[src/rtl/cross_rx_if.sv]
// cross_rx_if: FIFO read port plus downstream valid/ready stream and status readout.
interface cross_rx_if #(parameter int WIDTH = 24);
  logic             rdempty;
  logic [WIDTH-1:0] q;
  logic             rdreq;
  logic [WIDTH-1:0] dataOut;
  logic             dataValid;
  logic             dataReady;
  logic [WIDTH-1:0] lastValue;
  logic [15:0]      wordCount;
  modport master (
    input  rdempty, q, dataReady,
    output rdreq, dataOut, dataValid, lastValue, wordCount
  );
  modport slave (
    output rdempty, q, dataReady,
    input  rdreq, dataOut, dataValid, lastValue, wordCount
  );
endinterface

[src/rtl/cross_rx.sv]
// cross_rx: read-domain FIFO consumer feeding a 2-entry skid buffer onto a valid/ready stream.
module cross_rx #(parameter int WIDTH = 24) (
  input logic        clk,
  input logic        reset,
  cross_rx_if.master bus
);
  logic [1:0]       occ, occ_n;
  logic             inflight, accept;
  logic [2:0]       lvl;
  logic [WIDTH-1:0] head, skid, head_n, skid_n, last;
  logic [15:0]      cnt;
  assign accept = |occ & bus.dataReady;
  // Entries the buffer will hold after this cycle; a pop is only safe if one slot stays free.
  assign lvl = 3'(occ) + 3'(inflight) - 3'(accept);
  assign bus.rdreq = ~reset & ~bus.rdempty & (lvl < 3'd2);
  always_comb begin
    occ_n  = occ + 2'(inflight) - 2'(accept);
    head_n = (accept & occ == 2'd2) ? skid :
             (inflight & (occ == 2'd0 | (accept & occ == 2'd1))) ? bus.q : head;
    skid_n = (inflight & ((occ == 2'd1 & ~accept) | (occ == 2'd2 & accept))) ? bus.q : skid;
  end
  always_ff @(posedge clk or posedge reset) begin
    if (reset) begin
      occ      <= '0;
      inflight <= 1'b0;
      head     <= '0;
      skid     <= '0;
      last     <= '0;
      cnt      <= '0;
    end else begin
      occ      <= occ_n;
      inflight <= bus.rdreq;
      head     <= head_n;
      skid     <= skid_n;
      if (accept) begin
        last <= head;
        cnt  <= cnt + 16'd1;
      end
    end
  end
  assign bus.dataOut   = head;
  assign bus.dataValid = |occ;
  assign bus.lastValue = last;
  assign bus.wordCount = cnt;
endmodule

[src/flat_wrapper.sv]
// flat-port wrapper written by rule: the top's interface ports become plain ports
module cross_rx_flat 
#(parameter int WIDTH = 24)
  (clk, reset, bus_rdempty, bus_q, bus_dataReady, bus_rdreq, bus_dataOut, bus_dataValid, bus_lastValue, bus_wordCount);
  cross_rx_if #(.WIDTH(WIDTH)) bus_i ();
  input logic clk;
  input logic reset;
  input wire logic [$bits(bus_i.rdempty)-1:0] bus_rdempty;
  input wire logic [$bits(bus_i.q)-1:0] bus_q;
  input wire logic [$bits(bus_i.dataReady)-1:0] bus_dataReady;
  output wire logic [$bits(bus_i.rdreq)-1:0] bus_rdreq;
  output wire logic [$bits(bus_i.dataOut)-1:0] bus_dataOut;
  output wire logic [$bits(bus_i.dataValid)-1:0] bus_dataValid;
  output wire logic [$bits(bus_i.lastValue)-1:0] bus_lastValue;
  output wire logic [$bits(bus_i.wordCount)-1:0] bus_wordCount;
  assign bus_i.rdempty = bus_rdempty;
  assign bus_i.q = bus_q;
  assign bus_i.dataReady = bus_dataReady;
  assign bus_rdreq = bus_i.rdreq;
  assign bus_dataOut = bus_i.dataOut;
  assign bus_dataValid = bus_i.dataValid;
  assign bus_lastValue = bus_i.lastValue;
  assign bus_wordCount = bus_i.wordCount;
  cross_rx #(.WIDTH(WIDTH)) u_core (.clk(clk), .reset(reset), .bus(bus_i));
endmodule
[config.mk]
export PLATFORM = sky130hd
export DESIGN_NAME = cross_rx_flat
export DESIGN_NICKNAME = d
export VERILOG_FILES = /design/src/rtl/cross_rx_if.sv /design/src/rtl/cross_rx.sv /design/src/flat_wrapper.sv
export SDC_FILE = /design/constraint.sdc
export NUM_CORES = 1
export LEC_CHECK = 0
export ABC_AREA = 1
export CORE_AREA = 8 8 94 96
export DETAILED_ROUTE_END_ITERATION = 8
export DIE_AREA = 0 0 102 104
export DONT_BUFFER_PORTS = 1
export PLACE_DENSITY = 0.66
export SYNTH_ARGS = -nofsm -noshare
export SYNTH_HDL_FRONTEND = slang
export SYNTH_SLANG_ARGS = --single-unit
[constraint.sdc]
create_clock -name clk -period 7.9 [get_ports clk]
set_clock_uncertainty 0.1 [all_clocks]
set_input_delay 0.79 -clock clk [delete_from_list [all_inputs] [get_ports clk]]
set_output_delay 0.79 -clock clk [all_outputs]
set_load 0.02 [all_outputs]
### Word-level counts from Yosys, hierarchy flattened

Index checks and enable logic that the tools add are counted.
W data, S select, Z words.

* add/subtract/negate cells: 5
* $mul: 0
* div/mod/pow operators: 0
* $lt $le $gt $ge: 1
* eq/ne operators: 2
* shift operators: 0
* multiplexer cells: 2
* bitwise logic cells: 13
* reduce and logical (&&, ||, !) cells: 3

Operator list (number)
* $mux W24: 2
* $add A16 B1 Y16 const B: 1
* $and A1 B1 Y1: 8
* $add A2 B1 Y3: 1
* $lt A3 B2 Y1 const B: 1
* $not A1 Y1: 3
* $sub A3 B1 Y3: 1
* $add A2 B1 Y2: 1
* $eq A2 B1 Y1 const B: 1
* $eq A2 B2 Y1 const B: 1
* $logic_not A2 Y1: 1
* $or A1 B1 Y1: 2
* $reduce_bool A2 Y1: 1
* $reduce_or A2 Y1: 1
* $sub A2 B1 Y2: 1

* bits in registers: 91
* bits in latches: 0
* memory bits (writable): 0
* bits in read-only memories: 0
* output and inout bits: 66
* logic and storage cells: 32
* memories kept: 0

### Logic depth before layout (Yosys ltp)

Gate-level depths: netlist of run 1.

* word-level depth: 7
* gate-level depth with buffers: 8
* mapped depth without buffers: 8

### Worst setup path after synthesis of run 1

Ideal clock, no wire load.

* kind: input -> output
* start: in bus_dataReady
* end: out bus_rdreq
* arrival time: 2608 ps
* path slack: 4402 ps
* stages: 7
* buffers on the path: 0
* cells stage by stage: inv_1 -> nor2_4 -> ha_1 -> inv_1 -> ha_1 -> fa_1 -> nor4_1

* word-level cells in the longest chain between the ends: 4

RTL lines
* start, declared: line flat_wrapper.sv:10 `input wire logic [$bits(bus_i.dataReady)-1:0] bus_dataReady;`
* $and A1 B1 Y1: line cross_rx.sv:12 `assign accept = |occ & bus.dataReady;`
* named net u_core.accept: line cross_rx.sv:8 `logic inflight, accept;`
* $sub A3 B1 Y3: line cross_rx.sv:14 `assign lvl = 3'(occ) + 3'(inflight) - 3'(accept);`
* named net u_core.lvl[1]: line cross_rx.sv:9 `logic [2:0] lvl;`
* $lt A3 B2 Y1: line cross_rx.sv:15 `assign bus.rdreq = ~reset & ~bus.rdempty & (lvl < 3'd2);`
* $and A1 B1 Y1: line cross_rx.sv:15
* end, declared: line flat_wrapper.sv:11 `output wire logic [$bits(bus_i.rdreq)-1:0] bus_rdreq;`

The timed path passes the listed nets, and every way through them passes these cells.

### Worst setup path after layout of run 1

* start: reg u_core.occ[1]
* end: out bus_rdreq

* word-level cells in the longest chain between the ends: 5
* elaborated cells on any way between the ends: 6
* classes of those cells: add/sub: 2; order compare: 1; bitwise: 2; reduce/logical: 1

RTL lines
* start, declared: line cross_rx.sv:7 `logic [1:0] occ, occ_n;`
* start signal, assigned: line cross_rx.sv:31 `occ <= occ_n;`
* $reduce_or A2 Y1: line cross_rx.sv:12
* $and A1 B1 Y1: line cross_rx.sv:12
* named net u_core.accept: line cross_rx.sv:8
* $sub A3 B1 Y3: line cross_rx.sv:14
* named net u_core.lvl[1]: line cross_rx.sv:9
* $lt A3 B2 Y1: line cross_rx.sv:15
* $and A1 B1 Y1: line cross_rx.sv:15

The timed path passes the listed nets, and every way through them passes these cells.

==> flow_summary.yaml, run 1 <==
route:
  drt_iter0_markers: 153
  firstDrtPassIters: 5
  drt-vias-per-instance: 5.09
  post_drt_wl_per_cell_um: 16.1
  ant_nets: 0
  routed_wl_um: 8700
  route.detailed.drc: 0
  num_vias: 2750
sta:
  worstMarginPinSlew_ps: 1060
  rsz0062_at_grt: "no"
  tns_ps: 0
  finalSetupViolCount: 0
  hold_violations: 0
  slew_headroom_pct: 29.0
  post-route-period-util_pct: 47.7
  fmax_mhz: 266
  slew_violations: 0
  finalCriticalPeriod_ps: 3760
power:
  switchingPower_uw: 703
  pwr-share-comb_pct: 22.7
  p_int_uw: 946
  power_frac_clock_pct: 19.0
  p_seq_share_pct: 58.4
  p_leak_nw: 2.08
  switching_share_pct: 42.6
  peakVddDrop_uv: 162
  power_density_nw_per_um2: 393
floorplan:
  chipWidth_um: 102
  initial_utilization_pct: 53.1
  fp.dieArea_sq_um: 10600
  chipHeight_um: 104
  core-area_sq_um: 7450
  num_rows: 32
  io_pins: 94
worst_setup_path:
  cp_slowest_cell: "nor4_1"
  cp.required_ps: 7010
  reg2reg_setup_slack_ps: 5070
  end_kind: "primary output"
  crit_top_cell: "ha_1"
  cp_max_fo: 7
  critPathTopFamily: "simple AND/OR/NAND/NOR gates"
  rr_endpoint: "u_core.inflight$_DFF_PP0_"
  path_class: "reg -> out"
  cp.buffers_inverters: 1
  rr_worst_depth: 7
  crit_path_cell_trace: "nor2_1 -> nor2_4 -> ha_1 -> inv_1 -> ha_1 -> fa_1 -> nor4_1"
  start_kind: "flop"
  cp.arrival_ps: 2870
  r2r_start: "u_core.occ[1]$_DFF_PP0_"
  slowest_delay_ps: 860
final_layout:
  stdcell_count: 540
  area_growth_pct: 6.17
  nFillCells: 712
  layout-drive-gt1-share_pct: 5.94
  diodes: 0
  nets: 466
logic_synthesis:
  synth-edff-count: 0
  yosysTopAreaCell: "dfrtp_1"
  synth_mux_area_share_pct: 0
  synth_ff_type: "dfrtp_1"
  seq_area_frac_synth_pct: 57.6
  synth_nets: 471
  synth-simple-area-share_pct: 15.4
  synth_cell_types: 24
  async_flop_share_pct: 100
  synthDominantCellAreaShare_pct: 57.6
  ys_ff_latch: 91
  synth-xor-area-share_pct: 1.99
  synth_top_cells_by_count: "nand2_1, dfrtp_1, inv_1"
  synth-compound-area-share_pct: 14.3
  synth-adder-area-share_pct: 1.46
  synthCells: 439
  synthTopCellsByArea: "dfrtp_1, nand2_1, inv_1, o21ai_0, o211ai_1"
  netlist_area_sq_um: 3950
  avgSynthCellArea_sq_um: 9.00
  ys_warn_count: 0
  synthMostInstantiatedCell: "nand2_1"
  synth_top_family_by_area: "simple AND/OR/NAND/NOR gates"
cts:
  cts_buffers: 9
  clock_sink_count: 91
  cts_tree: "yes"
  clk_path_buf_depth: 2
  cts.reportedPaths.clkPinSlew_ps: 80
  insertion_delay_ps: 340
  cts-root-buf: "clkbuf_8"
  ctsResizeCount: 0
  ctsHoldBuffers: 0
  postCtsSetupBuffers: 0
  h-tree-depth: 3
place:
  dp_hpwl_um: 6130
  port_buffers: 0
  globalplace.congestion: 0.847
  place_inst: 525
grt:
  grt_max_degree: 54
  grt-ovfl-total: 0
  grt_pass1_vias: 2712
  grt_usage_pct: 17.4
  antenna_found_initial: 0
  grt_pass1_wl_um: 14600
job:
  drv_cap: 0
worst_hold_path:
  min_path_type: "in -> async"
outcome:
  status: "completed"
## flip-flops by register name, indices dropped and copies added, names as in the netlist
signal,cells
u_core.occ,2
u_core.bus.wordCount,16
u_core.bus.lastValue,24
u_core.skid,24
u_core.inflight,1
u_core.bus.dataOut,24
## power by group through the flow
stage,clock network (mW),logic [mW],registers [mW]
2_1_floorplan,0,0.317,0.918
3_3_place_gp,0,0.361,0.971
3_5_place_dp,0,0.378,0.978
4_1_cts,0.323,0.381,0.970
5_1_grt,0.346,0.445,0.990
6_report,0.313,0.374,0.963
## cells in the final DEF, fill, tap and decap left out, types with 5 or more instances in the layout
cell type    n
nand2_1    112
dfrtp_1     91
inv_1       66
o21ai_0     49
o211ai_1    24
o21ai_1     23
nor2_1      14
nand3_1     11
clkbuf_8    11
nand4_1      5
xor2_1       5
## logic make-up after synthesis
| kind of cell | Yosys count |
|---|---|
| compound gates | 99 |
| xor+xnor | 9 |
| fa+ha+maj | 4 |
| buf+inv | 88 |
| flops | 91 |
| simple gates | 148 |
## area by class of cell
class / instances / area [sq um] / area share, %
Clock buffer: 13 / 159 / 3.79
Clock inverter: 2 / 35.0 / 0.835
Inverter: 68 / 256 / 6.11
Multi-Input combinational cell: 260 / 1310 / 31.2
Sequential cell: 91 / 2280 / 54.3
Tap cell: 102 / 128 / 3.04
Timing Repair Buffer: 4 / 30.0 / 0.716
## routing by layer
metal / GRT usage (%) / wire, um / part of all wire, % / up-vias
met4: 4.30 / 42 / 0.48 / 0
met1: 22.0 / 3660 / 42 / 1281
met5: 0 / 0 / 0 / -
li1: - / - / - / 1386
met3: 8.37 / 883 / 10 / 4
met2: 26.0 / 4110 / 47 / 79
## how the worst max path moves through the flow
stage | startpoint | endpoint | slack (ps) | cells after the start
after global placement | bus_dataReady | bus_rdreq | 4300 | 7
after global routing | u_core.occ[1]$_DFF_PP0_ | bus_rdreq | 3980 | 8
after CTS | u_core.occ[1]$_DFF_PP0_ | bus_rdreq | 4100 | 7
after detailed placement | bus_dataReady | bus_rdreq | 4220 | 7
after floorplan | bus_dataReady | bus_rdreq | 4400 | 7
final | u_core.occ[1]$_DFF_PP0_ | bus_rdreq | 4140 | 7
## through the flow
step	setup WS [ps]	power [mW]	util (%)	area (sq um)	hold WS (ps)
after floorplan	4400	1.23	-	3950	354
after global placement	4300	1.33	53.7	4000	364
after detailed placement	4220	1.36	53.7	4000	373
after CTS	4100	1.67	56.3	4200	346
after global routing	3980	1.78	56.3	4200	379
final	4140	1.65	56.3	4200	329
No activity file was read; power rests on OpenSTA's default activity.
==> inputs of run 2 (changes only) <==
==> constraint.sdc (replaced) <==
create_clock -name clk -period 3.8 [get_ports clk]
set_clock_uncertainty 0.1 [all_clocks]
set_input_delay 0.38 -clock clk [delete_from_list [all_inputs] [get_ports clk]]
set_output_delay 0.38 -clock clk [all_outputs]
set_load 0.02 [all_outputs]
==> run 2 against run 1 <==
Sequential power increased by 110%. Sequential cell count unchanged. Count of clock-buffer cells in the layout decreased by 1. Final area increased by 2.2%. Clock power increased to 2.5 times the previous value. Setup slack got worse by 3400 ps. Critical endpoint unchanged. Die area unchanged. Total power increased by 120%.
==> flow_summary.yaml, run 2 (synthesis results as in run 1) <==
final_layout:
  stdcell_count: 546
  final_common_cell: "nand2_1"
  area_growth_pct: 8.49
  layout-drive-gt1-share_pct: 6.76
  nets: 471
  diodes: 0
  design_area_sq_um: 4290
  final_util_pct: 57.6
  layout_common_cells: "nand2_1, dfrtp_1, inv_1, o21ai_0, o211ai_1"
sta:
  finalCriticalPeriod_ps: 3060
  hold_violations: 0
  rsz0062_at_grt: "no"
  slew_violations: 0
  holdWs_ps: 43.3
  layout_setup_ws_ps: 738
  worstMarginPinSlew_ps: 1070
  finalSetupViolCount: 0
  fmax_mhz: 327
  slew_headroom_pct: 28.3
  post-route-period-util_pct: 80.6
  tns_ps: 0
cts:
  cts_buffers: 9
  insertion_delay_ps: 350
  cts.reportedPaths.clkPinSlew_ps: 90
  h-tree-depth: 3
  clock_sink_count: 91
  cts-root-buf: "clkbuf_8"
  postCtsSetupBuffers: 0
  clk_path_buf_depth: 2
  cts_tree: "yes"
grt:
  grt_max_degree: 63
  antenna_found_initial: 0
  grt_usage_pct: 16.7
  grt_pass1_vias: 2678
  grt-ovfl-total: 0
  grt_pass1_wl_um: 13900
worst_setup_path:
  cp_slowest_cell: "dfrtp_1"
  cp.required_ps: 3320
  crit_top_cell: "ha_1"
  critPathTopFamily: "adder cells"
  end_kind: "primary output"
  crit_path_cell_trace: "nor2_1 -> nor2_4 -> ha_1 -> inv_1 -> ha_1 -> fa_1 -> nor4_1 -> buf_4"
  reg2reg_setup_slack_ps: 1010
  cp.buffers_inverters: 2
  path_class: "reg -> out"
  cp.arrival_ps: 2580
  slowest_delay_ps: 460
  cp_max_fo: 7
  start_kind: "flop"
place:
  dp_hpwl_um: 6120
  globalplace.congestion: 0.854
  dp_slack_ps: 1140
  port_buffers: 0
  place_area_sq_um: 4020
  place_inst: 528
power:
  peakVddDrop_uv: 414
  power_density_nw_per_um2: 834
  p_leak_nw: 2.12
  fin_total_pwr_mw: 3.57
route:
  ant_nets: 0
  num_vias: 2824
  route.detailed.drc: 0
  drt-vias-per-instance: 5.17
  drt_iter0_markers: 130
  routed_wl_um: 8600
  firstDrtPassIters: 4
  post_drt_wl_per_cell_um: 15.7
floorplan:
  initial_utilization_pct: 53.1
  num_rows: 32
  chipHeight_um: 104
  fp.dieArea_sq_um: 10600
  core-area_sq_um: 7450
  io_pins: 94
  chipWidth_um: 102
job:
  drv_cap: 0
worst_hold_path:
  min_path_type: "in -> async"
outcome:
  status: "completed"
run 2: what timing repair did:
action,4_1_cts,5_1_grt
resized for setup,0,0
endpoints found under the hold margin,1,0
hold buffers,2,0
run 2: layout make-up:
type	instances	area, sq um
clock inverters	4	97.6
multi-input cells	260	1310
clock buffers	12	145
repair buffers	9	72.6
flip-flops and latches	91	2280
fillers	726	3160
well taps	102	128
inverters	68	256
run 2: power by group:
part           leakage [nW]  internal (mW)  switching, mW
registers              1.16           1.35          0.650
logic                 0.846          0.285          0.497
clock network         0.117          0.456          0.331
run 2: worst paths after layout:
| check | depth (start not counted) | start | to |
|---|---|---|---|
| hold reg to reg | 2 | u_core.skid[22]$_DFFE_PP0P_ | u_core.skid[22]$_DFFE_PP0P_ |
| max in group asynchronous | 2 | reset | u_core.skid[12]$_DFFE_PP0P_ |
| setup reg to reg | 8 | u_core.occ[1]$_DFF_PP0_ | u_core.inflight$_DFF_PP0_ |
| hold / removal | 1 | reset | u_core.inflight$_DFF_PP0_ |
| setup / recovery | 8 | u_core.occ[1]$_DFF_PP0_ | bus_rdreq |
| min in group clk | 2 | bus_q[4] | u_core.skid[4]$_DFFE_PP0P_ |
run 2: metal layers:
layer	GRT usage [%]	vias to the layer above	routed length (um)
li1	-	1411	-
met1	22.0	1327	3820
met2	23.8	75	3830
met3	6.69	11	818
met4	6.09	0	132
met5	0	-	0
